===== src/rtl/game_pkg.sv =====
// Shared game definitions: difficulty codes, spawner states,
// LFSR taps and default gap lengths.
package game_pkg;

    localparam logic [1:0] DIFF_EASY = 2'b00;
    localparam logic [1:0] DIFF_MED  = 2'b01;
    localparam logic [1:0] DIFF_HARD = 2'b10;

    typedef enum logic [2:0] {
        S_IDLE,
        S_GAP,
        S_PICK,
        S_PROBE,
        S_FIRE
    } spawn_state_e;

    // Galois mask for x^16 + x^14 + x^13 + x^11
    localparam logic [15:0] LFSR_TAPS = 16'hB400;

    localparam int GAP_W        = 28;
    localparam int GAP_EASY_DEF = 150_000_000;
    localparam int GAP_MED_DEF  = 100_000_000;
    localparam int GAP_HARD_DEF = 50_000_000;

    function automatic logic [4:0] ones16(input logic [15:0] v);
        logic [4:0] n;
        n = '0;
        for (int i = 0; i < 16; i++) begin
            n = n + 5'(v[i]);
        end
        return n;
    endfunction

endpackage


===== src/rtl/lfsr16.sv =====
// Free-running 16-bit Galois LFSR; reloads its seed on reset.
module lfsr16
    import game_pkg::*;
#(
    parameter logic [15:0] SEED = 16'hACE1
) (
    input  logic        clk,
    input  logic        rst_n,
    output logic [15:0] q
);

    always_ff @(posedge clk or negedge rst_n) begin
        if (!rst_n) begin
            q <= SEED;
        end else begin
            q <= {1'b0, q[15:1]} ^ (q[0] ? LFSR_TAPS : 16'h0000);
        end
    end

endmodule


===== src/rtl/mole_spawner.sv =====
// Decides when and where moles pop up: paced gaps, random hole pick,
// linear probe past raised moles, one-cycle spawn pulse.
module mole_spawner
    import game_pkg::*;
#(
    parameter int          NUM_HOLES = 8,
    parameter int          MAX_UP    = 3,
    parameter int          GAP_EASY  = GAP_EASY_DEF,
    parameter int          GAP_MED   = GAP_MED_DEF,
    parameter int          GAP_HARD  = GAP_HARD_DEF,
    parameter logic [15:0] LFSR_SEED = 16'hACE1
) (
    input  logic                 CLK100MHZ,
    input  logic                 CPU_RESETN,
    input  logic                 enable,
    input  logic [1:0]           difficulty,
    input  logic [NUM_HOLES-1:0] mole_up,
    output logic [NUM_HOLES-1:0] mole,
    output logic [2:0]           moletime,
    output logic [7:0]           spawn_count
);

    localparam int HW = $clog2(NUM_HOLES);
    localparam logic [4:0] CAP = 5'(MAX_UP);
    localparam logic [HW-1:0] LAST_PROBE = HW'(NUM_HOLES - 1);

    spawn_state_e state, state_d;

    logic [GAP_W-1:0]     gap_cnt, gap_d;
    logic [GAP_W-1:0]     lim_m1, lim_d;
    logic [HW-1:0]        cand, cand_d;
    logic [HW-1:0]        probes, probes_d;
    logic [NUM_HOLES-1:0] mole_d;
    logic [2:0]           mt_d;
    logic [7:0]           cnt_d;
    logic [15:0]          lfsr;
    logic [15:0]          up_ext;
    logic [4:0]           ups;

    lfsr16 #(
        .SEED (LFSR_SEED)
    ) u_lfsr (
        .clk   (CLK100MHZ),
        .rst_n (CPU_RESETN),
        .q     (lfsr)
    );

    assign up_ext = 16'(mole_up);
    assign ups    = ones16(up_ext);

    // Stored as limit-1 so the terminal compare is a plain equality.
    function automatic logic [GAP_W-1:0] gap_m1(input logic [1:0] d);
        unique case (d)
            DIFF_EASY: return GAP_W'(GAP_EASY - 1);
            DIFF_MED:  return GAP_W'(GAP_MED - 1);
            default:   return GAP_W'(GAP_HARD - 1);
        endcase
    endfunction

    always_ff @(posedge CLK100MHZ or negedge CPU_RESETN) begin
        if (!CPU_RESETN) begin
            state       <= S_IDLE;
            gap_cnt     <= '0;
            lim_m1      <= '0;
            cand        <= '0;
            probes      <= '0;
            mole        <= '0;
            moletime    <= '0;
            spawn_count <= '0;
        end else begin
            state       <= state_d;
            gap_cnt     <= gap_d;
            lim_m1      <= lim_d;
            cand        <= cand_d;
            probes      <= probes_d;
            mole        <= mole_d;
            moletime    <= mt_d;
            spawn_count <= cnt_d;
        end
    end

    always_comb begin
        state_d  = state;
        gap_d    = gap_cnt;
        lim_d    = lim_m1;
        cand_d   = cand;
        probes_d = probes;
        mole_d   = '0;
        mt_d     = moletime;
        cnt_d    = spawn_count;
        if (!enable) begin
            state_d = S_IDLE;
        end else begin
            unique case (state)
                S_IDLE: begin
                    state_d = S_GAP;
                    gap_d   = '0;
                    lim_d   = gap_m1(difficulty);
                    cnt_d   = '0;
                end
                S_GAP: begin
                    // Park at the limit while too many moles are up.
                    if (gap_cnt == lim_m1) begin
                        if (ups < CAP) begin
                            state_d = S_PICK;
                        end
                    end else begin
                        gap_d = gap_cnt + 1'b1;
                    end
                end
                S_PICK: begin
                    cand_d   = lfsr[HW-1:0];
                    probes_d = '0;
                    state_d  = S_PROBE;
                end
                S_PROBE: begin
                    if (!mole_up[cand]) begin
                        state_d      = S_FIRE;
                        mole_d[cand] = 1'b1;
                        mt_d         = lfsr[15:13];
                        if (spawn_count != 8'hFF) begin
                            cnt_d = spawn_count + 8'd1;
                        end
                    end else if (probes == LAST_PROBE) begin
                        state_d = S_GAP;
                        gap_d   = '0;
                        lim_d   = gap_m1(difficulty);
                    end else begin
                        cand_d   = cand + 1'b1;
                        probes_d = probes + 1'b1;
                    end
                end
                S_FIRE: begin
                    state_d = S_GAP;
                    gap_d   = '0;
                    lim_d   = gap_m1(difficulty);
                end
                default: begin
                    state_d = S_IDLE;
                end
            endcase
        end
    end

endmodule


===== config.mk =====
export PLATFORM = sky130hd
export DESIGN_NAME = mole_spawner
export DESIGN_NICKNAME = d
export VERILOG_FILES = /design/src/rtl/game_pkg.sv /design/src/rtl/lfsr16.sv /design/src/rtl/mole_spawner.sv
export SDC_FILE = /design/constraint.sdc
export NUM_CORES = 1
export LEC_CHECK = 0
export ABC_CLOCK_PERIOD_IN_PS = 2790
export CORE_ASPECT_RATIO = 1.2
export CORE_MARGIN = 3
export CORE_UTILIZATION = 40
export CTS_BUF_LIST = sky130_fd_sc_hd__clkbuf_16
export CTS_CLUSTER_SIZE = 28
export DETAILED_ROUTE_END_ITERATION = 8
export PLACE_DENSITY_LB_ADDON = 0.3
export SYNTH_ARGS = -nofsm -noshare
export SYNTH_HDL_FRONTEND = slang
export SYNTH_SLANG_ARGS = --single-unit

===== constraint.sdc =====
create_clock -name CLK100MHZ -period 2.79 [get_ports CLK100MHZ]
set_input_delay 0.558 -clock CLK100MHZ [delete_from_list [all_inputs] [get_ports CLK100MHZ]]
set_output_delay 0.558 -clock CLK100MHZ [all_outputs]
set_load 0.02 [all_outputs]

# Yosys cells after proc, flatten, opt, wreduce, memory -nomap -nowiden
# Index checks and enable logic that the tools add are counted.
# word_totals
ram_bits,0
latchBits,0
in_bits,13
n_memories,0
romBits,0
word_cells,87
out_inout_bits,19
ff_bits,100
# classes
order_cmp,3
shift,0
addsub,11
n_mul,0
n_eq_ne,17
n_div,0
mux,31
bitwise_logic,2
reduce_logical,14
# ops
operator,count
$mux 28,5
$pmux 28 s2,2
$pmux 28 s3,1
$mux 8,5
$add 28x1->28 const B,1
$eq 28x28->1,1
$mux 3,9
$mux 16,1
$pmux 8 s2,1
$xor 15x16->16,1
$add 5x1->5,3
$ne 2x2->1 const B,6
$pmux 3 s2,2
$pmux 3 s4,1
$reduce_and 4->1,3
$add 8x1->8 const B,1
$ne 8x8->1 const B,1
$add 3x1->3 const B,2
$eq 3x2->1 const B,2
$eq 3x3->1 const B,2
$ne 3x3->1 const B,2
$reduce_and 3->1,2
$reduce_bool 2->1,3
$add 4x1->5,1
other kinds (19),20

# Depth between registers and ports, before layout
# depth
ltp_word,12
ltp_mapped,12
ltp_nobuf,12

# By module
# A second synthesis with hierarchy kept.
# unflattened
cells_unflattened,414
hier_area_um2,4043.9
# modules_own_cells
mod,area_each_um2,cells_each,instances
mole_spawner,3607.2,395,1
lfsr16,436.7,19,1

# Least setup slack after synthesis
# No wires, ideal clock.
# synth_path
path_kind,input to register
from,in mole_up[0]
to,reg state[0]
path_buffers,0
setup_ps,120
cell_stages,12
arrival_ps,3503
slack_ps,-833
t_required_ps,2670
cell_sequence,fa_1 inv_1 fa_1 fa_1 inv_1 ha_1 inv_1 fa_1 a2111oi_0 a21oi_1 a211o_1 a31o_2
# synth_via
elab_chain_cells,10
elab_cells_between_ends,16
# synth_rtl
element,line,source
from (decl),mole_spawner.sv:17,"input logic [NUM_HOLES-1:0] mole_up,"
$add 1x1->2,game_pkg.sv:29,n = n + 5'(v[i]);
$add 2x1->3,game_pkg.sv:29,
$add 3x1->4,game_pkg.sv:29,
$add 4x1->5,game_pkg.sv:29,
$add 5x1->5 (3 in series),game_pkg.sv:29,
$lt 5x2->1,mole_spawner.sv:104,if (ups < CAP) begin
$ne 3x3->1 (no line),--,
$reduce_and 3->1 (no line),--,
to (signal assigned),mole_spawner.sv:71,state <= state_d;
to (decl),mole_spawner.sv:27,"spawn_state_e state, state_d;"
# Parallel ways exist; a longest one is shown, timed or not. The select of a mux whose other input is x is not followed.
# A chain may end at the register's enable or synchronous reset.

# Worst setup path in the final report
# layout_path
from,in mole_up[3]
to,reg state[0]
# layout_via
elab_chain_cells,8
elab_cells_between_ends,14
# layout_rtl
element,line
$add 3x1->4,game_pkg.sv:29
$add 4x1->5,game_pkg.sv:29
$add 5x1->5 (3 in series),game_pkg.sv:29
$lt 5x2->1,mole_spawner.sv:104
$ne 3x3->1 (no line),--
$reduce_and 3->1 (no line),--
# Parallel ways exist; a longest one is shown, timed or not. The select of a mux whose other input is x is not followed.

==> impl_metrics.yaml <==
route:
  dr_total_vias: 3181
  via_per_inst: 5.54
  wl_per_cell_microns: 15.2
  drt-total-wl_mm: 8.75
  firstDrtPassIters: 5
  drcViolationCount: 0
  drtIter0Drc: 234
  ant_nets: 0
cells_and_area:
  antenna_cells: 0
  syn_to_final_growth_pct: 20.6
  finalNonFillerCells: 574
  fin_util_pct: 49.7
  stdcell_area_sq_mm: 0.00475
  final_net_count: 471
  drive_above_1_share_pct: 14.2
critical_path:
  rr_startpoint: "cand[0]$_DFFE_PN0P_"
  crit_type: "in -> reg"
  crit_path_start: "mole_up[3]"
  crit_fanout: 2
  cp-start-kind: "primary input"
  crit_required_ps: 3020
  arrival_ps: 3510
  endpoint_kind: "flop"
power_and_ir_drop:
  max-vdd-ir-drop_mv: 0.375
  leakagePower_nw: 2.12
  p_per_area_mw_per_mm2: 570
global_routing:
  grt_pass1_vias: 3174
  grt_use_total_pct: 17.0
  grt_max_degree: 79
  overflow: 0
  grt_pass1_wl_mm: 15.3
  antenna_found_initial: 0
synthesis:
  async_reset_ff_share_pct: 100
  synth_area_per_cell_sq_um: 9.73
  yosysSeqAreaShare_pct: 49.8
  synthCells: 405
  synth_top_area_share_pct: 44.4
  synth_cell_types: 49
  yosysMostFrequentCell: "dfrtp_1"
  ys_top_cells_by_count: "dfrtp_1 (70), nand2_1 (51), a31oi_1 (31)"
  synth_enable_flop_cells: 0
  syn-cell-area_sq_mm: 0.00394
  yosysWarnings: 0
  yosys-top-cells-area: "dfrtp_1 (44%), dfstp_2 (5.3%), a31oi_1 (4.9%), nand2_1 (4.9%), a21oi_1 (3.2%)"
  synth_area_leader_cell: "dfrtp_1"
  ys_seq_elements: 78
  synth_ff_type: "dfrtp_1"
  synth.net_count: 430
cts:
  clock_latency_ps: 340
  clkTransAtPathRegs_ps: 60
  cts_max_path_buffers: 2
  h-tree-depth: 3
  cts_root_buf: "clkbuf_16"
  cts_tree: "done"
  clkSinkCount: 78
  numCtsBuffers: 9
timing:
  worst_slew_pin_slew_ps: 972
  min_period_ps: 3280
  fin_setup_tns_ps: -965
  timing.fmax_ghz: 0.305
  fin_crit_sh_pct: 118
  finalMaxSlewViolations: 0
  max-slew-margin-rel_pct: 35.2
  finClkSkew_ps: 5.70
  setup_slack_ps: -491
  hold_viol_final: 0
  setup-violations-final: 2
  rsz0062_at_grt: "yes"
place:
  placed_area_sq_mm: 0.00445
  io_buffers: 31
  gp_congestion: 0.834
  dp_hpwl_mm: 6.17
  dpl.cell_count: 557
  preCtsSetupSlack_ps: -1270
status:
  outcome: "finished, violations left"
  violations: "setup timing"
floorplan:
  start_util_pct: 41.2
  die_y_microns: 115
  rows: 39
  ios: 32
  die_x_microns: 96.6
  fp.coreArea_sq_mm: 0.00956
  die_area_sq_mm: 0.0111
flow_run:
  maxCapViolCount: 0
min_path:
  hold_class: "in -> async"
## final timing paths
check                           slack, ps  cells past startpoint                         end
worst max-delay path                 -490                     13        state[0]$_DFFE_PN0P_
worst min register to register        350                      0       u_lfsr.q[3]$_DFF_PN0_
max in group asynchronous            1800                      1  spawn_count[7]$_DFFE_PN0P_
worst max register to register        350                      6     gap_cnt[27]$_DFFE_PN0P_
min in group CLK100MHZ                350                      0       u_lfsr.q[3]$_DFF_PN0_
worst min-delay path                  350                      1     gap_cnt[22]$_DFFE_PN0P_
## timing repair
item	4_1_cts	5_1_grt
gates resized for setup	14	1
cloned	0	0
setup buffers	1	0
endpoints found under the setup margin	2	2
pin swaps	7	5
hold buffers	0	0
## power by group
group | switching, mW | internal (mW) | leakage, nW
clock | 0.517 | 0.626 | 0.141
combinational | 0.173 | 0.146 | 0.942
sequential | 0.0728 | 1.18 | 1.03
## per-layer routing
layer | vias up | GRT usage [%] | routed length, microns
met1 | 1564 | 20.8 | 3730
met3 | 17 | 3.88 | 304
met5 | - | 0 | 0
met2 | 62 | 29.4 | 4500
met4 | 0 | 6.55 | 221
li1 | 1538 | - | -
## logic make-up (layout without fill, tap and decap cells)
group | count (synthesis) | count (layout) | share of synthesized area [%]
and+or+nand+nor | 156 | 156 | 19.9
AOI/OAI and AO/OA | 97 | 97 | 15.5
DFF | 78 | 78 | 49.8
buffers and inverters | 39 | 85 | 4.28
adders and majority gates | 12 | 12 | 4.57
muxes | 12 | 12 | 3.52
xor gates and xnor gates | 11 | 11 | 2.44
## state kept, by name, indices dropped and copies added (netlist names)
signal	count
state	3
gap_cnt	28
cand	3
spawn_count	8
mole	8
moletime	3
probes	3
u_lfsr.q	16
lim_m1	6
## critical path: stages
cell	delay, ps
buf_6	100
fa_1	520
inv_1	50
fa_1	490
fa_1	420
inv_1	70
ha_2	180
inv_2	40
fa_2	360
a2111oi_4	190
a21oi_1	70
a211o_1	250
a31o_2	230
## cells in the final DEF (no fill, tap or decap), types with 4 or more instances in the layout
cell type        netlist  routed
clkbuf_16              0       9
nor4_1                 8       8
xnor2_1                8       8
ha_1                   8       7
nand2b_1               5       5
nand3_1               14      14
mux2i_1                6       6
nand4_1                5       5
a21oi_1               25      24
o21ai_0               11      11
nand2_1               51      51
dfrtp_1               70      70
nor2_1                30      30
o21a_1                 8       8
nor3_1                11      11
buf_4                  0      19
and3_1                13      13
a41oi_1                4       4
and4_1                 5       5
dfstp_2                8       8
inv_1                 20      19
a31oi_1               31      31
mux2_2                 5       5
clkdlybuf4s50_1        0      27
## through the flow
| step | hold WS (ps) | power, mW |
|---|---|---|
| after global placement | 337 | 1.57 |
| after floorplan | 262 | 1.45 |
| after global routing | 359 | 2.84 |
| final | 347 | 2.71 |
| after CTS | 353 | 2.75 |
| after detailed placement | 335 | 1.59 |
## final cells by class
type / instances / area (sq um)
Clock buffer: 9 / 225
Clock inverter: 7 / 65.1
Fill cell: 924 / 4810
Inverter: 20 / 75.1
Multi-Input combinational cell: 288 / 1840
Sequential cell: 78 / 1960
Tap cell: 123 / 154
Timing Repair Buffer: 49 / 434
(Power assumes the default switching activity.)
